$ cat src/rtl/lfsr_descrambler6_pkg.sv
// Shared definitions for the 6-bit additive scrambler/descrambler pair.
// lfsr6_next is the single source of truth for the sequence on both link ends.
package lfsr_descrambler6_pkg;

    localparam int unsigned WORD_W = 6;
    localparam int unsigned LFSR_W = 6;
    localparam int unsigned TAP_HI = 5;
    localparam int unsigned TAP_LO = 0;

    localparam logic [LFSR_W-1:0] LFSR_DEFAULT_SEED = 6'b000001;
    localparam logic [LFSR_W-1:0] LFSR_ZERO_REMAP   = 6'b000001;

    typedef logic [WORD_W-1:0] word_t;
    typedef logic [LFSR_W-1:0] lfsr_t;

    // Fibonacci step for x^6+x^5+1, period 63.
    function automatic lfsr_t lfsr6_next(input lfsr_t s);
        return {s[LFSR_W-2:0], s[TAP_HI] ^ s[TAP_LO]};
    endfunction

endpackage

$ cat src/rtl/lfsr6_gen.sv
// LFSR sequence register with load, advance and implicit hold.
// A zero seed is remapped so the register can never lock up at all-zeros.
module lfsr6_gen
    import lfsr_descrambler6_pkg::*;
#(
    parameter lfsr_t RESET_SEED = LFSR_DEFAULT_SEED
) (
    input  logic  clk,
    input  logic  reset_n,
    input  logic  load,
    input  lfsr_t seed,
    input  logic  advance,
    output lfsr_t state
);

    lfsr_t seed_safe;

    assign seed_safe = (seed == '0) ? LFSR_ZERO_REMAP : seed;

    always_ff @(posedge clk or negedge reset_n) begin
        if (!reset_n) begin
            state <= RESET_SEED;
        end else if (load) begin
            state <= seed_safe;
        end else if (advance) begin
            state <= lfsr6_next(state);
        end
    end

endmodule

$ cat src/rtl/xor6.sv
// Existing 6-bit bitwise XOR block used on the descrambler data path.
module xor6 (
    input  logic [5:0] a,
    input  logic [5:0] b,
    output logic [5:0] y
);

    assign y = a ^ b;

endmodule

$ cat src/rtl/lfsr_descrambler6.sv
// Receive-side 6-bit additive descrambler with valid/ready flow control and a registered output.
// Optional sticky parity checker is enabled with DESCR_PARITY_EN.
module lfsr_descrambler6
    import lfsr_descrambler6_pkg::*;
#(
    parameter lfsr_t       DEFAULT_SEED = LFSR_DEFAULT_SEED,
    parameter int unsigned CNT_WRAP     = 62
) (
    input  logic              clk,
    input  logic              reset_n,
    input  logic              seed_load,
    input  logic [LFSR_W-1:0] seed,
    input  logic              in_valid,
    output logic              in_ready,
    input  logic [WORD_W-1:0] in_data,
    output logic              out_valid,
    input  logic              out_ready,
    output logic [WORD_W-1:0] out_data,
    output logic [5:0]        word_cnt
`ifdef DESCR_PARITY_EN
    ,
    input  logic              in_parity,
    output logic              parity_err
`endif
);

    logic  accept;
    lfsr_t lfsr_state;
    word_t descr_word;

    // Seed load blocks acceptance so load and advance never collide.
    assign in_ready = ~seed_load & (~out_valid | out_ready);
    assign accept   = in_valid & in_ready;

    lfsr6_gen #(
        .RESET_SEED (DEFAULT_SEED)
    ) u_lfsr (
        .clk     (clk),
        .reset_n (reset_n),
        .load    (seed_load),
        .seed    (seed),
        .advance (accept),
        .state   (lfsr_state)
    );

    xor6 u_xor (
        .a (in_data),
        .b (lfsr_state),
        .y (descr_word)
    );

    // Output register: load on accept, clear once drained, hold otherwise.
    always_ff @(posedge clk or negedge reset_n) begin
        if (!reset_n) begin
            out_valid <= 1'b0;
            out_data  <= '0;
        end else if (accept) begin
            out_valid <= 1'b1;
            out_data  <= descr_word;
        end else if (out_ready) begin
            out_valid <= 1'b0;
        end
    end

    always_ff @(posedge clk or negedge reset_n) begin
        if (!reset_n) begin
            word_cnt <= '0;
        end else if (seed_load) begin
            word_cnt <= '0;
        end else if (accept) begin
            word_cnt <= (word_cnt == 6'(CNT_WRAP)) ? 6'd0 : word_cnt + 6'd1;
        end
    end

`ifdef DESCR_PARITY_EN
    logic parity_bad;

    // Even parity: the XOR of data and parity bit must be zero.
    assign parity_bad = ^{in_data, in_parity};

    always_ff @(posedge clk or negedge reset_n) begin
        if (!reset_n) begin
            parity_err <= 1'b0;
        end else if (seed_load) begin
            parity_err <= 1'b0;
        end else if (accept && parity_bad) begin
            parity_err <= 1'b1;
        end
    end
`endif

endmodule

$ cat config.mk
export PLATFORM = sky130hd
export DESIGN_NAME = lfsr_descrambler6
export DESIGN_NICKNAME = d
export VERILOG_FILES = /design/src/rtl/lfsr_descrambler6_pkg.sv /design/src/rtl/lfsr6_gen.sv /design/src/rtl/xor6.sv /design/src/rtl/lfsr_descrambler6.sv
export SDC_FILE = /design/constraint.sdc
export NUM_CORES = 1
export LEC_CHECK = 0
export CORE_MARGIN = 5
export CORE_UTILIZATION = 40
export CTS_CLUSTER_SIZE = 14
export DETAILED_ROUTE_END_ITERATION = 6
export HOLD_SLACK_MARGIN = 0.08
export PLACE_DENSITY_LB_ADDON = 0.15
export SKIP_LAST_GASP = 1
export SLEW_MARGIN = 20
export SYNTH_ARGS = -nofsm -noshare
export SYNTH_HDL_FRONTEND = slang
export SYNTH_SLANG_ARGS = --single-unit
export TNS_END_PERCENT = 20
$ cat constraint.sdc
create_clock -name clk -period 1.18 [get_ports clk]
set_input_delay 0.118 -clock clk [delete_from_list [all_inputs] [get_ports clk]]
set_output_delay 0.118 -clock clk [all_outputs]
set_load 0.005 [all_outputs]
==> flow_metrics.py <==
metrics = {
    "global_routing": {
        "grt_max_degree": 20,
        "groute.usage.overall": 0.143,
        "overflow": 0,
        "grt_pass1_vias": 898,
        "antenna_found_initial": 0,
        "grt_pass1_wl_um": 3880,
    },
    "sta": {
        "skew_ns": 0.00229,
        "setup_viol": 21,
        "period_minus_slack_ns": 1.39,
        "fin_ws_ns": -0.215,
        "rsz0062_at_grt": "true",
        "hold_violations": 0,
        "relSlewSlack": 0.706,
        "worstMarginPinSlew_ns": 0.440,
        "timing.fmax_mhz": 717,
        "period_share": 1.18,
        "drv_slew": 0,
    },
    "critical_path": {
        "setup.worst_path.class": "reg2reg",
        "cp_cell_sequence": "inv_1 > ha_4 > nand2_1 > o211ai_1 > o21bai_1 > a21o_2",
        "endpoint_kind": "flop",
        "r2r_slack_ns": -0.21,
        "worstPathMaxFanout": 3,
        "cp-startpoint": "word_cnt[0]",
        "cp.depth": 6,
        "startpoint_type": "flop",
        "arrival_ns": 1.60,
        "crit_path_end": "word_cnt[2]",
        "cp_num_buf_inv": 1,
        "crit_required_ns": 1.39,
        "slowest_delay_ns": 0.40,
        "crit_family": "compound AO/OA/AOI/OAI gates",
        "worst_path_max_delay_cell": "dfrtp_1",
        "r2r_cells": 6,
        "reg2reg_to": "word_cnt[2]",
        "worstReg2RegStart": "word_cnt[0]",
    },
    "floorplan": {
        "die_h_um": 58.8,
        "start_util": 0.426,
        "dieWidth_um": 58.8,
        "dieArea_um2": 3460,
        "ios": 31,
        "placementRows": 17,
        "core_area_um2": 2230,
    },
    "logic_synthesis": {
        "syn_nets": 117,
        "synth_seq_cells": 19,
        "ys_warn_count": 0,
        "synth_top_cell_by_area": "dfrtp_1",
        "synthCells": 98,
        "syn_area_per_cell_um2": 9.72,
        "yosys-top-cells-area": "dfrtp_1, o21ai_0, nand2_1, xnor2_1, mux2i_1",
        "synth_seq_area_share": 0.501,
        "yosysTopAreaCellShare": 0.473,
        "syn-cell-area_um2": 952,
        "synth.distinct_cells": 29,
    },
    "routing": {
        "wirelength_um": 2550,
        "vias": 938,
        "drcViolationCount": 0,
        "drt-initial-drc-count": 13,
        "vias_per_cell": 4.99,
        "ant_nets": 0,
        "first_pass_iters": 5,
        "routedWlPerCell_um": 13.5,
    },
    "clock_tree": {
        "hold_buffers": 0,
        "cts-root-buf": "clkbuf_4",
        "cts.path.max_buffers": 2,
        "cts-htree-levels": 1,
        "cts_tree": "built",
        "numClockSinks": 19,
        "path_clk_slew_ns": 0.12,
        "cts_buffers": 3,
        "clock_latency_ns": 0.30,
    },
    "placement": {
        "place_area_um2": 1440,
        "dp_hpwl_um": 1750,
        "numPortBuffers": 30,
        "place_congestion": 0.802,
    },
    "power": {
        "p_leak_uw": 0.000739,
        "power.density_nw_per_um2": 983,
        "power.total_uw": 1580,
        "irDropWorstVdd_v": 0.000713,
    },
    "cells_and_area": {
        "area_growth_pct": 68.5,
        "n_antenna_cell": 0,
        "stdcell_area_um2": 1600,
        "layout.nets": 180,
        "drive_above_1_share": 0.300,
    },
    "status": {
        "status": "finished, violations left",
        "violations": "negative setup slack",
    },
    "run": {
        "cap_violations": 0,
    },
    "worst_hold_path": {
        "hold_path_class": "in2async",
    },
}
synth_stat cells:
cell type	count
nand2_2	1
a32o_1	1
and3_1	1
nor3b_1	1
nand2_1	17
and2_1	1
xnor2_1	7
o21bai_1	1
o21ai_0	14
clkbuf_1	1
o211ai_1	1
a221o_1	1
a21oi_1	1
dfstp_2	1
xor2_1	1
a21o_2	1
buf_2	1
inv_1	3
mux2i_1	4
or3_1	2
nand2b_1	1
dfrtp_1	18
a31oi_1	2
nor2_1	3
buf_4	1
nand3_1	8
ha_1	2
nor2b_4	1
or4_1	1
layout by cell type (no fill, tap or decap), types with 2 or more instances in the layout:
master	synthesis	layout
a31oi_1	2	2
buf_4	1	27
buf_6	0	5
clkbuf_4	0	3
clkdlybuf4s15_1	0	3
clkdlybuf4s50_1	0	23
dfrtp_1	18	18
dlygate4sd2_1	0	2
ha_4	0	2
inv_1	3	3
mux2i_1	4	4
nand2_1	17	17
nand3_1	8	7
nor2_1	3	3
o21ai_0	14	13
or3_1	2	2
xnor2_1	7	7
where the power goes:
| part | leakage (µW) | internal [µW] | total [µW] | switching (µW) |
|---|---|---|---|---|
| sequential | 0.000241 | 731 | 782 | 51.7 |
| combinational | 0.000480 | 284 | 455 | 171 |
| clock | 0.0000177 | 126 | 340 | 214 |
cell families (layout without fill, tap and decap cells):
kind of cell,Yosys count,after routing,share of synthesized area
DFF,19,19,0.501
xor gates and xnor gates,8,8,0.0736
adders and majority gates,2,2,0.0263
muxes,4,4,0.0421
buffers and inverters,6,68,0.0289
AOI/OAI and AO/OA,22,22,0.138
and+or+nand+nor,37,37,0.191
per-layer routing:
metal	share of wire	vias up	track usage
met4	0.0035	0	0.0485
li1	-	468	-
met2	0.51	17	0.243
met1	0.44	451	0.179
met5	0	-	0
met3	0.042	2	0.0307
final cells by class:
type / instances / area, µm²
sequential: 19 / 477
tap: 28 / 35.0
clock inverter: 1 / 5.00
multi-input combinational: 73 / 497
timing repair buffer: 61 / 557
clock buffer: 3 / 22.5
inverter: 3 / 11.3
fill: 172 / 629
state kept, by name, indices dropped and copies added, names as in the netlist:
register / flops
u_lfsr.state: 6
word_cnt: 6
out_valid: 1
out_data: 6
metrics by stage:
stage	TNS [ns]	instances	worst slack (ns)	utilization	hold WS [ns]
6_report	-1.84	188	-0.215	0.718	0.139
5_1_grt	-3.37	188	-0.276	0.718	0.135
4_1_cts	-1.64	184	-0.174	0.682	0.139
3_5_place_dp	-5.54	174	-0.421	0.645	0.471
3_3_place_gp	-4.65	174	-0.372	0.645	0.459
2_1_floorplan	-0.186	98	-0.0963	-	-0.178
what timing repair did:
action	CTS	global route
pin swaps	0	10
setup endpoints to repair	29	27
buffers inserted	6	4
gates resized for setup	16	14
how the worst min path moves through the flow:
stage                 from         endpoint  slack, ns  cells after the start
2_1_floorplan      reset_n      out_data[0]      -0.18                      0
3_3_place_gp   out_data[5]      out_data[5]       0.46                      2
3_5_place_dp   out_data[3]      out_data[3]       0.47                      2
5_1_grt            reset_n  u_lfsr.state[1]       0.14                      2
4_1_cts            reset_n      word_cnt[5]       0.14                      2
6_report           reset_n      word_cnt[5]       0.14                      2
Power figures use the tool's default switching activity.
